`src/rtl/spi_reg_ctrl_pkg.sv`:
```
// Shared constants, frame layout and FSM state type for the SPI register controller.
package spi_reg_ctrl_pkg;

    localparam int unsigned FRAME_W = 16;
    localparam int unsigned ADDR_W  = 7;
    localparam int unsigned DATA_W  = 8;

    localparam int unsigned MAX_ADDR_DEF = 4;
    localparam int unsigned CLK_DIV_DEF  = 10;

    // Frame field bit positions
    localparam int unsigned FRM_WR_BIT   = 15;
    localparam int unsigned FRM_ADDR_MSB = 14;
    localparam int unsigned FRM_ADDR_LSB = 8;
    localparam int unsigned FRM_DATA_MSB = 7;
    localparam int unsigned FRM_DATA_LSB = 0;

    // Register addresses
    localparam logic [ADDR_W-1:0] ADDR_EN_OUT_LO = 7'd0;
    localparam logic [ADDR_W-1:0] ADDR_EN_OUT_HI = 7'd1;
    localparam logic [ADDR_W-1:0] ADDR_EN_PWM_LO = 7'd2;
    localparam logic [ADDR_W-1:0] ADDR_EN_PWM_HI = 7'd3;
    localparam logic [ADDR_W-1:0] ADDR_DUTY      = 7'd4;

    typedef struct packed {
        logic              wr;
        logic [ADDR_W-1:0] addr;
        logic [DATA_W-1:0] data;
    } frame_t;

    typedef enum logic [1:0] {
        ST_IDLE   = 2'd0,
        ST_DECODE = 2'd1,
        ST_APPLY  = 2'd2
    } state_e;

endpackage

```
`src/rtl/spi_reg_ctrl_pwm_gen.sv`:
```
// PWM generator: prescaler, 8-bit counter, shadow/active duty with wrap-time reload.
module pwm_gen
    import spi_reg_ctrl_pkg::*;
#(
    parameter int unsigned CLK_DIV = CLK_DIV_DEF
) (
    input  logic              clk,
    input  logic              rst_n,
    input  logic              shadow_we_i,
    input  logic [DATA_W-1:0] shadow_wdata_i,
    output logic [DATA_W-1:0] duty_active_o,
    output logic              pwm_c
);

    localparam int unsigned PRE_W = (CLK_DIV > 1) ? $clog2(CLK_DIV) : 1;
    localparam logic [PRE_W-1:0] PRE_MAX = PRE_W'(CLK_DIV - 1);

    logic [PRE_W-1:0]  pre_q, pre_d;
    logic [DATA_W-1:0] cnt_q, cnt_d;
    logic [DATA_W-1:0] shadow_q, shadow_d;
    logic [DATA_W-1:0] active_q, active_d;
    logic              step_c;
    logic              wrap_c;

    // Next-state: prescaler step, counter advance, duty reload on 255->0 wrap
    always_comb begin
        step_c   = (pre_q == PRE_MAX);
        wrap_c   = step_c && (cnt_q == 8'hFF);
        pre_d    = step_c ? '0 : pre_q + PRE_W'(1);
        cnt_d    = step_c ? cnt_q + 8'd1 : cnt_q;
        shadow_d = shadow_we_i ? shadow_wdata_i : shadow_q;
        // A write landing on the wrap edge misses it: the old shadow is committed
        active_d = wrap_c ? shadow_q : active_q;
    end

    // State registers
    always_ff @(posedge clk or negedge rst_n) begin
        if (!rst_n) begin
            pre_q    <= '0;
            cnt_q    <= '0;
            shadow_q <= '0;
            active_q <= '0;
        end else begin
            pre_q    <= pre_d;
            cnt_q    <= cnt_d;
            shadow_q <= shadow_d;
            active_q <= active_d;
        end
    end

    assign duty_active_o = active_q;
    // Full-scale duty is forced high so 255 gives a constant 1
    assign pwm_c = (active_q == 8'hFF) || (cnt_q < active_q);

endmodule

```
`src/rtl/spi_reg_ctrl.sv`:
```
// SPI frame decoder: input slot, decode FSM, register bank and output pin mapping.
module spi_reg_ctrl
    import spi_reg_ctrl_pkg::*;
#(
    parameter int unsigned MAX_ADDR = MAX_ADDR_DEF,
    parameter int unsigned CLK_DIV  = CLK_DIV_DEF
) (
    input  logic               clk,
    input  logic               rst_n,
    input  logic               frame_valid,
    input  logic [FRAME_W-1:0] frame_data,
    output logic [7:0]         uo_out,
    output logic [7:0]         uio_out,
    output logic [7:0]         duty_active,
    output logic               wr_ack,
    output logic               err,
    output logic               ovf
);

    state_e      state_q, state_d;
    frame_t      slot_q, slot_d;
    logic        slot_full_q, slot_full_d;
    frame_t      cur_q, cur_d;
    logic        rej_q, rej_d;
    logic [15:0] en_out_q, en_out_d;
    logic [15:0] en_pwm_q, en_pwm_d;
    logic        wr_ack_q, wr_ack_d;
    logic        err_q, err_d;
    logic        ovf_q, ovf_d;
    logic [7:0]  uo_q, uo_d;
    logic [7:0]  uio_q, uio_d;
    logic        slot_take_c;
    logic        shadow_we_c;
    logic        pwm_c;

    pwm_gen #(
        .CLK_DIV (CLK_DIV)
    ) u_pwm (
        .clk            (clk),
        .rst_n          (rst_n),
        .shadow_we_i    (shadow_we_c),
        .shadow_wdata_i (cur_q.data),
        .duty_active_o  (duty_active),
        .pwm_c          (pwm_c)
    );

    // Next-state: FSM, slot capture/overflow, register writes and pin mapping
    always_comb begin
        state_d     = state_q;
        slot_d      = slot_q;
        slot_full_d = slot_full_q;
        cur_d       = cur_q;
        rej_d       = rej_q;
        en_out_d    = en_out_q;
        en_pwm_d    = en_pwm_q;
        wr_ack_d    = 1'b0;
        err_d       = 1'b0;
        ovf_d       = 1'b0;
        slot_take_c = 1'b0;
        shadow_we_c = 1'b0;

        case (state_q)
            ST_IDLE: begin
                if (slot_full_q) begin
                    state_d     = ST_DECODE;
                    cur_d       = slot_q;
                    slot_take_c = 1'b1;
                end
            end
            ST_DECODE: begin
                rej_d   = !cur_q.wr || (32'(cur_q.addr) > MAX_ADDR);
                state_d = ST_APPLY;
            end
            ST_APPLY: begin
                state_d = ST_IDLE;
                if (rej_q) begin
                    err_d = 1'b1;
                end else begin
                    wr_ack_d = 1'b1;
                    case (cur_q.addr)
                        ADDR_EN_OUT_LO: en_out_d[7:0]  = cur_q.data;
                        ADDR_EN_OUT_HI: en_out_d[15:8] = cur_q.data;
                        ADDR_EN_PWM_LO: en_pwm_d[7:0]  = cur_q.data;
                        ADDR_EN_PWM_HI: en_pwm_d[15:8] = cur_q.data;
                        ADDR_DUTY:      shadow_we_c    = 1'b1;
                        default: ;
                    endcase
                end
            end
            default: state_d = ST_IDLE;
        endcase

        // The slot frees on the same edge the FSM takes it, so a new frame can land there
        if (slot_take_c) begin
            slot_full_d = 1'b0;
        end
        if (frame_valid) begin
            if (slot_full_q && !slot_take_c) begin
                ovf_d = 1'b1;
            end else begin
                slot_d = '{wr:   frame_data[FRM_WR_BIT],
                           addr: frame_data[FRM_ADDR_MSB:FRM_ADDR_LSB],
                           data: frame_data[FRM_DATA_MSB:FRM_DATA_LSB]};
                slot_full_d = 1'b1;
            end
        end

        // Pin i: disabled -> 0, pwm-enabled -> pwm, otherwise -> 1
        uo_d  = en_out_d[7:0]  & (~en_pwm_d[7:0]  | {8{pwm_c}});
        uio_d = en_out_d[15:8] & (~en_pwm_d[15:8] | {8{pwm_c}});
    end

    // State registers
    always_ff @(posedge clk or negedge rst_n) begin
        if (!rst_n) begin
            state_q     <= ST_IDLE;
            slot_q      <= '0;
            slot_full_q <= 1'b0;
            cur_q       <= '0;
            rej_q       <= 1'b0;
            en_out_q    <= '0;
            en_pwm_q    <= '0;
            wr_ack_q    <= 1'b0;
            err_q       <= 1'b0;
            ovf_q       <= 1'b0;
            uo_q        <= '0;
            uio_q       <= '0;
        end else begin
            state_q     <= state_d;
            slot_q      <= slot_d;
            slot_full_q <= slot_full_d;
            cur_q       <= cur_d;
            rej_q       <= rej_d;
            en_out_q    <= en_out_d;
            en_pwm_q    <= en_pwm_d;
            wr_ack_q    <= wr_ack_d;
            err_q       <= err_d;
            ovf_q       <= ovf_d;
            uo_q        <= uo_d;
            uio_q       <= uio_d;
        end
    end

    assign uo_out  = uo_q;
    assign uio_out = uio_q;
    assign wr_ack  = wr_ack_q;
    assign err     = err_q;
    assign ovf     = ovf_q;

endmodule

```
`config.mk`:
```
export PLATFORM = sky130hd
export DESIGN_NAME = spi_reg_ctrl
export DESIGN_NICKNAME = d
export VERILOG_FILES = /design/src/rtl/spi_reg_ctrl_pkg.sv /design/src/rtl/spi_reg_ctrl_pwm_gen.sv /design/src/rtl/spi_reg_ctrl.sv
export SDC_FILE = /design/constraint.sdc
export NUM_CORES = 1
export LEC_CHECK = 0
export CAP_MARGIN = 40
export CORE_MARGIN = 5
export CORE_UTILIZATION = 26
export CTS_CLUSTER_SIZE = 12
export DETAILED_ROUTE_END_ITERATION = 8
export PLACE_DENSITY = 0.54
export SLEW_MARGIN = 25
export SYNTH_ARGS = -nofsm -noshare
export SYNTH_HDL_FRONTEND = slang
export SYNTH_SLANG_ARGS = --single-unit
```
`constraint.sdc`:
```
create_clock -name clk -period 2.5 [get_ports clk]
set_clock_uncertainty 0.1 [all_clocks]
set_input_delay 0.625 -clock clk [delete_from_list [all_inputs] [get_ports clk]]
set_output_delay 0.625 -clock clk [all_outputs]
set_load 0.02 [all_outputs]
```
=== Word level (Yosys, flattened, before mapping) ===
Index checks and enable logic that the tools add are counted.

* Multiplexer cells: 25
* Magnitude comparators: 2
* Add/sub/neg operators: 2
* Reduce and logical (&&, ||, !) cells: 10
* Bitwise gates (word level): 7
* Equal/unequal tests: 10

{| class="wikitable"
|+ Operator list
! operator !! count
|-
| $mux 16 || 4
|-
| $mux 8 || 4
|-
| $and 8x8->8 || 2
|-
| $eq 8x8->1 const B || 2
|-
| $not 8->8 || 2
|-
| $or 8x8->8 || 2
|-
| $eq 7x2->1 const B || 2
|-
| $mux 1 || 14
|-
| $add 8x1->8 const B || 1
|-
| $lt 8x8->1 || 1
|-
| $eq 7x1->1 const B || 1
|-
| $eq 7x3->1 const B || 1
|-
| $gt 7x3->1 const B || 1
|-
| $logic_not 7->1 || 1
|-
| $add 4x1->4 const B || 1
|-
| $eq 4x4->1 const B || 1
|-
| $mux 4 || 1
|-
| $pmux 2 s2 || 1
|-
| $reduce_and 2->1 || 2
|-
| $eq 2x1->1 const B || 1
|-
| $eq 2x2->1 const B || 1
|-
| $logic_and 1x1->1 || 2
|-
| $logic_not 1->1 || 2
|-
| $logic_not 2->1 || 1
|-
| other kinds (4) || 5
|}

* Flip-flop bits (word level): 115
* Logic and storage cells: 76

=== Depth between registers and ports, before layout ===
* Word-level depth: 7
* Mapped depth: 8
* Mapped depth without buffers: 7

=== Modules after synthesis ===
From an unflattened synthesis, not the netlist that was laid out.

* Cell total of the unflattened synthesis: 399
* Area total of the unflattened synthesis: 5253.8 sq um

{| class="wikitable"
|+ Modules (own cells, without submodules)
! module !! area an instance (sq um) !! cells each !! times used
|-
| spi_reg_ctrl || 3902.5 || 294 || 1
|-
| pwm_gen || 1351.3 || 105 || 1
|}

=== Least setup slack after synthesis ===
OpenSTA, ideal clock, no wires.

* Kind: register -> register
* From: reg cur_q[11] in the netlist's numbering
* To: reg uo_q[5] (netlist: uo_out[5])
* Cell stages (with the launch flop): 6
* Library setup time: 0.129 ns
* Clock period less this slack: 2.290 ns
* Setup slack: 0.210 ns
* Data arrival time: 2.061 ns
* Cells stage by stage: dfrtp_1 or4_4 or4_4 nor3_4 mux2i_1 a31oi_1

* Cells in the longest elaborated chain, start to end: 7

{| class="wikitable"
|+ RTL lines
! element !! RTL line !! source
|-
| from (decl) || spi_reg_ctrl.sv:23 || <nowiki>frame_t cur_q, cur_d;</nowiki>
|-
| from (signal assigned) || spi_reg_ctrl.sv:132 || <nowiki>cur_q <= cur_d;</nowiki>
|-
| $eq 7x2->1 || spi_reg_ctrl.sv:80 || <nowiki>case (cur_q.addr)</nowiki>
|-
| $mux 8 || spi_reg_ctrl.sv:80 ||
|-
| $mux 16 || spi_reg_ctrl.sv:76 || <nowiki>if (rej_q) begin</nowiki>
|-
| $mux 16 || spi_reg_ctrl.sv:62 || <nowiki>case (state_q)</nowiki>
|-
| $not 8->8 || spi_reg_ctrl.sv:109 || <nowiki>uo_d = en_out_d[7:0] & (~en_pwm_d[7:0] | {8{pwm_c}});</nowiki>
|-
| $or 8x8->8 || spi_reg_ctrl.sv:109 ||
|-
| $and 8x8->8 * || spi_reg_ctrl.sv:109 ||
|-
| named net uo_d[5] || spi_reg_ctrl.sv:30 || <nowiki>logic [7:0] uo_q, uo_d;</nowiki>
|-
| to (signal assigned) || spi_reg_ctrl.sv:139 || <nowiki>uo_q <= uo_d;</nowiki>
|-
| to (decl) || spi_reg_ctrl.sv:30 ||
|}

Mark *: on every way through the listed nets, which the timed path passes. The rest lies on a longest branch.
A chain may end at the register's enable or synchronous reset.

=== Worst setup path in the final report ===
* From: reg cur_q[11] in the netlist's numbering
* To: reg uio_q[0] (netlist: uio_out[0])

* Cells in the longest elaborated chain, start to end: 7

{| class="wikitable"
|+ RTL lines
! element !! RTL line !! source
|-
| $eq 7x2->1 || spi_reg_ctrl.sv:80 ||
|-
| $mux 8 || spi_reg_ctrl.sv:80 ||
|-
| $mux 16 || spi_reg_ctrl.sv:76 ||
|-
| $mux 16 || spi_reg_ctrl.sv:62 ||
|-
| $not 8->8 || spi_reg_ctrl.sv:110 || <nowiki>uio_d = en_out_d[15:8] & (~en_pwm_d[15:8] | {8{pwm_c}});</nowiki>
|-
| $or 8x8->8 || spi_reg_ctrl.sv:110 ||
|-
| $and 8x8->8 * || spi_reg_ctrl.sv:110 ||
|-
| named net uio_d[0] || spi_reg_ctrl.sv:31 || <nowiki>logic [7:0] uio_q, uio_d;</nowiki>
|-
| to (signal assigned) || spi_reg_ctrl.sv:140 || <nowiki>uio_q <= uio_d;</nowiki>
|-
| to (decl) || spi_reg_ctrl.sv:31 ||
|}

Marks and branches as above.

==> impl_metrics.toml <==
[sta]
fmax_mhz = 416
finalHoldViolCount = 0
finalSetupTns_ns = 0
relSlewSlack = 0.526
setup_viol = 0
rsz0062_at_grt = "no"
whs_ns = 0.114
worst_pin_slew_ns = 0.711
layout_worst_path_cycle_share = 0.961
min_period_ns = 2.40
slew_viol_final = 0

[clock_network]
cts_inserted_buffers = 17
htree_levels = 4
clk_pin_slew_ns = 0.06
clockBufferDepth = 2
clock_latency_ns = 0.41
clock-sinks = 115
cts_hold_buffers = 0
cts_post_setup_buffers_inserted = 0
cts_tree = "done"
cts_resized = 0
cts_root_buffer = "clkbuf_16"

[synth]
yosysWarningCount = 0
async_flop_share = 1.00
synth_area_leaders = "dfrtp_1 (64%), mux2_2 (15%), mux2i_1 (3.8%), inv_1 (2.2%), a31oi_1 (2.2%)"
synth-adder-area-share = 0.0221
syn-cell-area_mm2 = 0.00452
yosysMostFrequentCell = "dfrtp_1"
synth_common_cells = "dfrtp_1 (115), mux2_2 (59), inv_1 (27)"
synth_nets = 353
ys_types = 37
synth_compound_area_frac = 0.0498
synth_top_area_share = 0.636
synth_top_family_by_area = "multiplexers"
syn_inst = 326
synth-xor-area-share = 0.0155
yosysSeqAreaShare = 0.636
synth.area.mux_share = 0.184
synth_edf_count = 0
synth.avg_cell_area_um2 = 13.9
synthSimpleGateAreaFrac = 0.0550
synth_seq_cells = 115
synth_top_cell_by_area = "dfrtp_1"
synth_ff_type = "dfrtp_1"

[power]
p_leak_nw = 2.75
irDropWorstVdd_uv = 605
powerDensity_mw_per_mm2 = 1020

[setup_path]
cp_max_fo = 8
worstPathArrival_ns = 2.56
slowest_stage = "or4_4"
crit_path_end_kind = "register"
worstPathCellList = "or4_4, or4_4, nor3b_2, buf_6, mux2i_2, a31oi_1"
worstPathRequired_ns = 2.65
worst_path_largest_cell_delay_ns = 0.56
cp_top_family = "simple AND/OR/NAND/NOR gates"
worstSetupStartpointType = "register"
cp_common_cell = "or4_4"
worstPathBufferInverterCount = 1
criticalPathCategory = "reg -> reg"

[layout]
syn_to_final_growth_pct = 31.0
diodes = 0
drive_gt1_frac = 0.278
nNetsFinal = 418

[routing]
drt_iter0_drc = 155
wl_um = 9310
drc = 0
avgRoutedWirePerCell_um = 14.8
num_vias = 2708
drt-pass1-iter-count = 4
via_per_inst = 4.31
ant_nets = 0

[outcome]
outcome = "finished clean"

[global_route]
grt_max_degree = 45
track_usage = 0.101
grt-ovfl-total = 0
grt_pass1_wl_um = 15700
grt-busiest-layer = "met2"
grt_pass1_vias = 2952
grt_antenna_before_repair = 0
met1_usage = 0.134
met3_usage = 0.0357
grt_use_met2 = 0.151

[floorplan]
rows = 48
core_mm2 = 0.0172
die_x_um = 142
initial_core_util = 0.263
die_area_mm2 = 0.0201
top_level_ports = 46
die_h_um = 142

[flow_run]
maxCapViolations = 0

[placed_design]
dp_hpwl_um = 6270
io_buffers = 45
gp_congestion = 0.744

[min_path]
min_path_type = "in -> async"
## worst register-to-register path, cell delays in order (launching register included)
cell and delay, ns:
dfrtp_1 0.38, or4_4 0.56, or4_4 0.46, nor3b_2 0.22
buf_6 0.21, mux2i_2 0.26, a31oi_1 0.07
## worst paths after layout
check	start	end	slack, ns	depth (start not counted)
worst max register to register	cur_q[11]$_DFFE_PN0P_	uio_out[0]$_DFF_PN0_	0.1	6
min in group clk	en_out_q[10]$_DFF_PN0_	en_out_q[10]$_DFF_PN0_	0.38	2
max in group asynchronous	rst_n	uo_out[6]$_DFF_PN0_	1.54	2
worst max-delay path	cur_q[11]$_DFFE_PN0P_	uio_out[0]$_DFF_PN0_	0.1	6
worst min-delay path	rst_n	u_pwm.cnt_q[3]$_DFFE_PN0N_	0.11	1
worst min register to register	en_out_q[10]$_DFF_PN0_	en_out_q[10]$_DFF_PN0_	0.38	2
## area by class of cell
class                           instances  area [µm²]
Tap cell                              225         282
Sequential cell                       115        2880
Clock buffer                           21         460
Fill cell                            1673       11200
Clock inverter                         10         109
Multi-Input combinational cell        174        1530
Inverter                               27         101
Timing Repair Buffer                   56         572
## per-layer routing
metal / wire, µm / part of all wire / vias up
li1: - / - / 1270
met1: 4450 / 0.48 / 1361
met2: 4210 / 0.45 / 59
met3: 426 / 0.046 / 18
met4: 223 / 0.024 / 0
met5: 0 / 0 / -
## cells by family (layout without fill, tap and decap cells)
group | Yosys count | count (layout)
DFF | 115 | 115
muxes | 76 | 76
and+or+nand+nor | 45 | 45
AOI/OAI and AO/OA | 37 | 37
buffers and inverters | 37 | 114
adders and majority gates | 8 | 8
xor gates and xnor gates | 8 | 8
## registers in the layout, summed over array words and instances (netlist names), 4 cells and up
register / count
uo_out: 8
uio_out: 8
en_pwm_q: 16
en_out_q: 16
u_pwm.duty_active_o: 8
u_pwm.shadow_q: 8
cur_q: 16
slot_q: 16
u_pwm.cnt_q: 8
u_pwm.pre_q: 4
## power by group
group	internal, W	switching, W	total, W
clock network	0.00150	0.000818	0.00232
registers	0.00231	0.000393	0.00270
logic	0.000599	0.000416	0.00102
total	0.00441	0.00163	0.00604
## placed cells by master, fill, tap and decap left out, drive strengths merged, types with 2 or more instances in the layout
cell | netlist | layout
dfrtp | 115 | 115
mux2 | 59 | 59
clkdlybuf4s50 | 1 | 44
inv | 27 | 27
clkbuf | 4 | 21
nand2 | 17 | 17
mux2i | 17 | 17
a31oi | 16 | 16
o21ai | 13 | 13
buf | 5 | 12
ha | 8 | 8
nor2 | 7 | 7
xnor2 | 6 | 6
clkinv | 0 | 6
nand4 | 5 | 5
or4 | 3 | 3
a21oi | 2 | 2
nor3b | 2 | 2
nand3 | 2 | 2
xor2 | 2 | 2
clkinvlp | 0 | 2
bufinv | 0 | 2
nor3 | 2 | 2
a21o | 2 | 2
## metrics by stage
stage	power (W)	instances	instance area [µm²]	utilization	setup WS [ns]
global placement	0.00371	597	5310	0.309	0.0840
detailed placement	0.00375	597	5310	0.309	0.0255
floorplan	0.00329	326	4520	-	0.210
CTS	0.00609	628	5880	0.342	0.0184
finish	0.00604	628	5930	0.345	0.0982
global route	0.00637	628	5930	0.345	0.00822
Power figures use the tool's default switching activity.
